## src/rtl/bsg_dramsim3_pkg.sv

```systemverilog
// Shared DRAMSim3 types: address-mapping enum, sizing helpers, and the
// response payload struct macro (parameterised by channel/addr/data widths).

`ifndef BSG_DRAMSIM3_PKG_SV
`define BSG_DRAMSIM3_PKG_SV

// Declares a local packed struct type named dramsim3_resp_s with the given field widths.
`define BSG_DRAMSIM3_RESP_S(ch_w, addr_w, data_w) \
  typedef struct packed { \
    logic [(ch_w)-1:0]   ch; \
    logic [(addr_w)-1:0] addr; \
    logic [(data_w)-1:0] data; \
  } dramsim3_resp_s

package bsg_dramsim3_pkg;

  typedef enum logic [1:0] {
    e_ro_ra_bg_ba_co_ch = 2'd0,
    e_ro_ra_bg_ba_ch_co = 2'd1,
    e_ro_ch_ra_ba_bg_co = 2'd2
  } address_mapping_e;

  // clog2 that never returns 0, for fields that must keep at least one bit.
  function automatic int unsigned safe_clog2(input int unsigned x);
    return (x <= 1) ? 1 : $clog2(x);
  endfunction

  function automatic bit is_pow2(input int unsigned x);
    return (x != 0) && ((x & (x - 1)) == 0);
  endfunction

endpackage

`endif

```

## src/rtl/bsg_dramsim3_addr_map.sv

```systemverilog
// Rebuilds a global memory address from a channel-local address and the
// channel index, according to the selected DRAMSim3 address mapping.
// Byte-offset bits of the result are always zero.

module bsg_dramsim3_addr_map
  import bsg_dramsim3_pkg::*;
#(
  parameter int unsigned channel_addr_width_p = 32,
  parameter int unsigned data_width_p         = 512,
  parameter int unsigned num_channels_p       = 2,
  parameter int unsigned num_columns_p        = 1024,
  parameter int unsigned num_ba_p             = 4,
  parameter int unsigned num_bg_p             = 4,
  parameter int unsigned num_ranks_p          = 1,
  parameter address_mapping_e address_mapping_p = e_ro_ra_bg_ba_co_ch,
  localparam int unsigned lg_num_channels_lp  = $clog2(num_channels_p),
  localparam int unsigned ch_width_lp         = (lg_num_channels_lp == 0) ? 1 : lg_num_channels_lp,
  localparam int unsigned addr_width_lp       = lg_num_channels_lp + channel_addr_width_p
)(
  input  logic [channel_addr_width_p-1:0] ch_addr,
  input  logic [ch_width_lp-1:0]          ch,
  output logic [addr_width_lp-1:0]        addr
);

  localparam int unsigned bo_lp  = safe_clog2(data_width_p >> 3);
  localparam int unsigned lc_lp  = $clog2(num_columns_p);
  localparam int unsigned lba_lp = $clog2(num_ba_p);
  localparam int unsigned lbg_lp = $clog2(num_bg_p);
  localparam int unsigned lra_lp = $clog2(num_ranks_p);
  // Channel-local field positions for the {ro,ra,bg,ba,co,bo} layout.
  localparam int unsigned ba_pos_lp = bo_lp + lc_lp;
  localparam int unsigned bg_pos_lp = ba_pos_lp + lba_lp;
  localparam int unsigned ro_pos_lp = bg_pos_lp + lbg_lp + lra_lp;

  typedef logic [addr_width_lp-1:0] addr_t;

  if (!((address_mapping_p == e_ro_ra_bg_ba_co_ch)
     || (address_mapping_p == e_ro_ra_bg_ba_ch_co)
     || (address_mapping_p == e_ro_ch_ra_ba_bg_co))) begin : g_bad_map
    $fatal(1, "bsg_dramsim3_addr_map: unsupported address_mapping_p");
  end

  if (channel_addr_width_p < ro_pos_lp) begin : g_bad_width
    $fatal(1, "bsg_dramsim3_addr_map: channel_addr_width_p too small for geometry");
  end

  function automatic addr_t low_mask(input int unsigned w);
    return (addr_t'(1) << w) - addr_t'(1);
  endfunction

  function automatic addr_t field(input addr_t x, input int unsigned lsb, input int unsigned w);
    return (x >> lsb) & low_mask(w);
  endfunction

  // Opens a gap of lg_num_channels_lp bits at pos and drops the channel index into it.
  function automatic addr_t insert_ch(input addr_t x, input addr_t c, input int unsigned pos);
    addr_t m;
    m = low_mask(pos);
    return ((x & ~m) << lg_num_channels_lp) | (c << pos) | (x & m);
  endfunction

  addr_t ext;
  addr_t chx;
  addr_t swapped;

  // Mask off byte offset, then place the channel index per mapping.
  always_comb begin
    ext     = addr_t'(ch_addr) & ~low_mask(bo_lp);
    chx     = (lg_num_channels_lp == 0) ? '0 : addr_t'(ch);
    swapped = (ext & ~(low_mask(lba_lp + lbg_lp) << ba_pos_lp))
            | (field(ext, ba_pos_lp, lba_lp) << (ba_pos_lp + lbg_lp))
            | (field(ext, bg_pos_lp, lbg_lp) << ba_pos_lp);
    addr    = '0;
    case (address_mapping_p)
      e_ro_ra_bg_ba_co_ch: addr = insert_ch(ext, chx, bo_lp);
      e_ro_ra_bg_ba_ch_co: addr = insert_ch(ext, chx, bo_lp + lc_lp);
      e_ro_ch_ra_ba_bg_co: addr = insert_ch(swapped, chx, ro_pos_lp);
      default:             addr = '0;
    endcase
  end

endmodule

```

## src/rtl/bsg_nonsynth_dramsim3_map_resp.sv

```systemverilog
// Merges per-channel DRAMSim3 read responses into one stream through a
// round-robin arbiter and a 2-entry output FIFO, rebuilding global addresses.
// Optional checks: define BSG_DRAMSIM3_MAP_RESP_CHECK_EN to flag misaligned
// channel addresses and valids that drop before being consumed.

module bsg_nonsynth_dramsim3_map_resp
  import bsg_dramsim3_pkg::*;
#(
  parameter int unsigned channel_addr_width_p = 32,
  parameter int unsigned data_width_p         = 512,
  parameter int unsigned num_channels_p       = 2,
  parameter int unsigned num_columns_p        = 1024,
  parameter int unsigned num_rows_p           = 2048,
  parameter int unsigned num_ba_p             = 4,
  parameter int unsigned num_bg_p             = 4,
  parameter int unsigned num_ranks_p          = 1,
  parameter address_mapping_e address_mapping_p = e_ro_ra_bg_ba_co_ch,
  localparam int unsigned lg_num_channels_lp  = $clog2(num_channels_p),
  localparam int unsigned ch_width_lp         = (lg_num_channels_lp == 0) ? 1 : lg_num_channels_lp,
  localparam int unsigned addr_width_lp       = lg_num_channels_lp + channel_addr_width_p
)(
  input  logic                                                clk_i,
  input  logic                                                reset_n_i,
  input  logic [num_channels_p-1:0]                           v_i,
  input  logic [num_channels_p-1:0][channel_addr_width_p-1:0] ch_addr_i,
  input  logic [num_channels_p-1:0][data_width_p-1:0]         data_i,
  output logic [num_channels_p-1:0]                           yumi_o,
  output logic                                                v_o,
  output logic [ch_width_lp-1:0]                              ch_o,
  output logic [addr_width_lp-1:0]                            addr_o,
  output logic [data_width_p-1:0]                             data_o,
  input  logic                                                ready_i
);

  `BSG_DRAMSIM3_RESP_S(ch_width_lp, addr_width_lp, data_width_p);

  localparam int unsigned fifo_depth_lp = 2;

  if (num_channels_p < 1) begin : g_bad_channels
    $fatal(1, "bsg_nonsynth_dramsim3_map_resp: num_channels_p must be >= 1");
  end

  if (!(is_pow2(num_columns_p) && is_pow2(num_rows_p) && is_pow2(num_ba_p)
     && is_pow2(num_bg_p) && is_pow2(num_ranks_p))) begin : g_bad_geom
    $fatal(1, "bsg_nonsynth_dramsim3_map_resp: DRAM geometry must be powers of 2");
  end

  if ((data_width_p == 0) || ((data_width_p % 8) != 0)) begin : g_bad_data
    $fatal(1, "bsg_nonsynth_dramsim3_map_resp: data_width_p must be a multiple of 8");
  end

  logic [ch_width_lp-1:0]          rr_ptr_r, rr_ptr_n;
  logic [1:0]                      count_r;
  logic                            wr_ptr_r, rd_ptr_r;
  dramsim3_resp_s                  mem_r [fifo_depth_lp];
  dramsim3_resp_s                  enq_entry, head;
  logic                            full, grant_v, deq;
  logic [ch_width_lp-1:0]          grant_ch, hi_ch, lo_ch;
  logic                            hi_v, lo_v;
  logic [channel_addr_width_p-1:0] grant_addr;
  logic [addr_width_lp-1:0]        mapped_addr;

  assign full = (count_r == 2'(fifo_depth_lp));

  // Round-robin pick: lowest requester at/after rr_ptr_r, else lowest overall.
  always_comb begin
    hi_v  = 1'b0;
    lo_v  = 1'b0;
    hi_ch = '0;
    lo_ch = '0;
    for (int i = int'(num_channels_p) - 1; i >= 0; i--) begin
      if (v_i[i]) begin
        lo_v  = 1'b1;
        lo_ch = ch_width_lp'(i);
        if (i >= int'(rr_ptr_r)) begin
          hi_v  = 1'b1;
          hi_ch = ch_width_lp'(i);
        end
      end
    end
    grant_ch = hi_v ? hi_ch : lo_ch;
    grant_v  = lo_v & ~full & reset_n_i;
  end

  // Next priority pointer: the channel after the one just granted.
  always_comb begin
    rr_ptr_n = rr_ptr_r;
    if (grant_v) begin
      if (32'(grant_ch) + 32'd1 >= num_channels_p) rr_ptr_n = '0;
      else                                         rr_ptr_n = grant_ch + ch_width_lp'(1);
    end
  end

  // One-hot consume strobe for the granted channel.
  always_comb begin
    yumi_o = '0;
    if (grant_v) yumi_o[grant_ch] = 1'b1;
  end

  assign grant_addr = ch_addr_i[grant_ch];

  bsg_dramsim3_addr_map #(
    .channel_addr_width_p(channel_addr_width_p),
    .data_width_p        (data_width_p),
    .num_channels_p      (num_channels_p),
    .num_columns_p       (num_columns_p),
    .num_ba_p            (num_ba_p),
    .num_bg_p            (num_bg_p),
    .num_ranks_p         (num_ranks_p),
    .address_mapping_p   (address_mapping_p)
  ) u_addr_map (
    .ch_addr(grant_addr),
    .ch     (grant_ch),
    .addr   (mapped_addr)
  );

  // Assemble the entry written on grant.
  always_comb begin
    enq_entry      = '0;
    enq_entry.ch   = grant_ch;
    enq_entry.addr = mapped_addr;
    enq_entry.data = data_i[grant_ch];
  end

  assign head   = mem_r[rd_ptr_r];
  assign v_o    = (count_r != 2'd0) & reset_n_i;
  assign deq    = v_o & ready_i;
  assign ch_o   = head.ch;
  assign addr_o = head.addr;
  assign data_o = head.data;

  // FIFO occupancy, pointers and arbiter priority.
  always_ff @(posedge clk_i) begin
    if (!reset_n_i) begin
      count_r  <= 2'd0;
      wr_ptr_r <= 1'b0;
      rd_ptr_r <= 1'b0;
      rr_ptr_r <= '0;
    end else begin
      count_r  <= count_r + 2'(grant_v) - 2'(deq);
      rr_ptr_r <= rr_ptr_n;
      if (grant_v) wr_ptr_r <= ~wr_ptr_r;
      if (deq)     rd_ptr_r <= ~rd_ptr_r;
    end
  end

  // FIFO storage; contents are don't-care while empty.
  always_ff @(posedge clk_i) begin
    if (grant_v) mem_r[wr_ptr_r] <= enq_entry;
  end

`ifdef BSG_DRAMSIM3_MAP_RESP_CHECK_EN
  localparam int unsigned byte_offset_width_lp = safe_clog2(data_width_p >> 3);
  logic [num_channels_p-1:0] waiting_r;

  // Flag misaligned granted addresses and requests withdrawn while pending.
  always_ff @(posedge clk_i) begin
    if (!reset_n_i) begin
      waiting_r <= '0;
    end else begin
      waiting_r <= v_i & ~yumi_o;
      if (grant_v && (grant_addr[byte_offset_width_lp-1:0] != '0))
        $error("bsg_nonsynth_dramsim3_map_resp: ch %0d addr %h has nonzero byte offset",
               grant_ch, grant_addr);
      if ((waiting_r & ~v_i) != '0)
        $error("bsg_nonsynth_dramsim3_map_resp: v_i dropped while waiting (%b)",
               waiting_r & ~v_i);
    end
  end
`endif

endmodule

```

## config.mk

```make
export PLATFORM = sky130hd
export DESIGN_NAME = bsg_nonsynth_dramsim3_map_resp
export DESIGN_NICKNAME = d
export VERILOG_FILES = /design/src/rtl/bsg_dramsim3_pkg.sv /design/src/rtl/bsg_dramsim3_addr_map.sv /design/src/rtl/bsg_nonsynth_dramsim3_map_resp.sv
export SDC_FILE = /design/constraint.sdc
export NUM_CORES = 2
export LEC_CHECK = 0
export BUFFER_PORTS_ARGS = -buffer_cell sky130_fd_sc_hd__buf_2
export CORE_AREA = 2 2 634 636
export DETAILED_ROUTE_END_ITERATION = 10
export DIE_AREA = 0 0 636 638
export PLACE_DENSITY_LB_ADDON = 0.3
export SKIP_CTS_REPAIR_TIMING = 1
export SKIP_LAST_GASP = 1
export SLEW_MARGIN = 40
export SYNTH_ARGS = -nofsm -noshare
export SYNTH_HDL_FRONTEND = slang
export SYNTH_HIERARCHICAL = 1
export SYNTH_SLANG_ARGS = --single-unit
```

## constraint.sdc

```tcl
create_clock -name clk_i -period 36.2 [get_ports clk_i]
set_input_delay 0 -clock clk_i [delete_from_list [all_inputs] [get_ports clk_i]]
set_output_delay 0 -clock clk_i [all_outputs]
set_load 0.005 [all_outputs]
```

==> results.sh <==
export IMPL_post_dp_hpwl_um=204000
export IMPL_power_density_nw_per_um2=53.9
export IMPL_fin_nets=6239
export IMPL_utilization_pct=19.2
export IMPL_cpMostUsedCell="buf_4"
export IMPL_fillCellCount=43100
export IMPL_cts_root_buf="clkbuf_16"
export IMPL_rsz0062_at_grt="false"
export IMPL_die_area_um2=406000
export IMPL_cpMaxStageDelayCell="buf_4"
export IMPL_syn_area_um2=47000
export IMPL_combPwrFrac_pct=26.6
export IMPL_io_buffers=1629
export IMPL_worst_ir_drop_vdd_mv=0.0340
export IMPL_period_share_pct=17.6
export IMPL_syn_inst=2369
export IMPL_worstHoldPathType="in -> reg"
export IMPL_rrSetupSlack_ns=30.57
export IMPL_routed_via_density=3.18
export IMPL_cts_path_max_buffers=4
export IMPL_die_w_um=636
export IMPL_drv_cap=0
export IMPL_outcome="finished, final reports clean"
export IMPL_timing_final_hold_violations=0
export IMPL_core_area_um2=399000
export IMPL_htree_levels=4
export IMPL_max_slew_margin_pct=33.0
export IMPL_grt_ovfl_total=0
export IMPL_yosys_warnings=6
export IMPL_rows=232
export IMPL_path_clk_slew_ns=0.05
export IMPL_critPathBufInv=7
export IMPL_end_kind="output pin"
export IMPL_grt_pass1_wl_um=308000
export IMPL_grt_max_degree=139
export IMPL_cp_required_ns=36.20
export IMPL_tightest_slew_ns=1.00
export IMPL_avgRoutedWirePerCell_um=24.0
export IMPL_switching_share_pct=30.2
export IMPL_drive_above_1_share_pct=56.3
export IMPL_clock_power_share_pct=34.5
export IMPL_power_switching_mw=1.24
export IMPL_drtIter0Drc=2134
export IMPL_gp_congestion=0.992
export IMPL_num_io_pins=1642
export IMPL_grt_pass1_vias=30100
export IMPL_finalSetupViolCount=0
export IMPL_p_int_mw=2.87
export IMPL_cp_data_arrival_time_ns=6.37
export IMPL_wirelength_um=253000
export IMPL_cts_tree="done"
export IMPL_clkLatencyLatePin_ns=0.82
export IMPL_syn_area_per_cell_um2=19.8
export IMPL_clock_sinks=1098
export IMPL_crit_family="buffers and inverters"
export IMPL_p_seq_share_pct=38.8
export IMPL_drcViolationCount=0
export IMPL_cp_start_kind="flip-flop"
export IMPL_vias=33500
export IMPL_start_util_pct=11.8
export IMPL_final_cells=10500
export IMPL_fmax_ghz=0.157
export IMPL_antenna_found_initial=88
export IMPL_firstDrtPassIters=7
export IMPL_tns_ns=0
export IMPL_grt_total_usage_pct=11.6
export IMPL_slew_viol_final=0
export IMPL_critPathKind="reg -> out"
export IMPL_syn_to_final_growth_pct=62.5
export IMPL_worst_clock_skew_ns=0.0462
export IMPL_die_y_um=638
export IMPL_ant_nets=0
export IMPL_p_leak_nw=28.0
export IMPL_post_route_min_period_ns=6.37
export IMPL_cts_made_buffers=147
export IMPL_cp_max_fo=57
export IMPL_path_cells="buf_4 -> buf_4 -> buf_4 -> buf_4 -> buf_6 -> buf_4 -> mux2_2 -> buf_2"
export IMPL_max_stage_delay_ns=0.72
export IMPL_placed_cells=9150
-- final cells by class --
class                      instances  area [µm²]  area share (%)
inverter                           5        18.8          0.0246
antenna                           23        57.6          0.0754
sequential                      1098       32900            43.1
tap                             5265        6590            8.63
clock inverter                    77         782            1.02
multi-input combinational       1117       12400            16.3
timing repair buffer            2775       19700            25.8
clock buffer                     176        3850            5.05
-- routing by layer --
metal / share of wire (%) / global-route usage, %
met5: 0.032 / 0
met4: 2.7 / 2.66
met3: 9.1 / 4.31
met2: 50 / 20.5
met1: 38 / 13.1
-- path summary, 6_finish.rpt --
| path | from | to | cells after the start |
|---|---|---|---|
| setup reg to reg | count_r[0] | mem_r[0][75] | 10 |
| hold / removal | data_i[472] | mem_r[0][472] | 3 |
| setup / recovery | flip-flop | data_o[100] | 8 |
| hold reg to reg | rd_ptr_r | flip-flop | 2 |
-- worst reg2reg max path, cell delays in order, from the launching register on --
cell	delay [ns]
dfxtp_1	0.37
nand2b_1	0.21
o211ai_1	0.32
nor2_4	0.16
buf_4	0.62
buf_6	0.64
buf_4	0.72
buf_12	0.36
buf_16	0.40
buf_6	0.68
buf_6	0.67
-- state kept, by name (all words and copies together) (netlist names), named ones only --
name      flops
mem_r      1092
wr_ptr_r      1
rr_ptr_r      1
rd_ptr_r      1
count_r       2
-- power groups by stage --
stage | clock network (mW) | logic [mW] | registers (mW)
final | 1.42 | 1.09 | 1.60
after global routing | 1.52 | 1.17 | 1.61
after global placement | 0 | 1.02 | 1.62
after floorplan | 0 | 0.420 | 1.74
after CTS | 1.48 | 1.03 | 1.60
after detailed placement | 0 | 1.02 | 1.62
-- per-stage QoR --
stage,area (µm²),worst slack [ns],hold slack (ns),power (mW)
floorplan,47000,11.45,0.0604,2.16
global placement,60400,29.90,0.273,2.64
detailed placement,60500,30.25,0.283,2.65
CTS,65100,29.30,-0.661,4.10
global route,76300,29.39,-0.00985,4.30
finish,76300,29.83,0.0566,4.11
-- cell usage in the layout, fill, tap and decap left out, types with 5 or more instances in the layout --
cell           count
inv_1              5
nor2_1             6
clkbuf_1          26
dlygate4sd3_1   1107
conb_1             6
clkinv_2          13
buf_2           1629
dfxtp_1            5
diode_2           23
edfxtp_1        1092
clkinv_1          27
buf_12             7
inv_6              6
buf_4             19
mux2_2          1084
clkbuf_16        150
buf_6             11
clkinvlp_4        11
bufinv_16         10
Note: power is estimated with default switching activity, not from simulation.
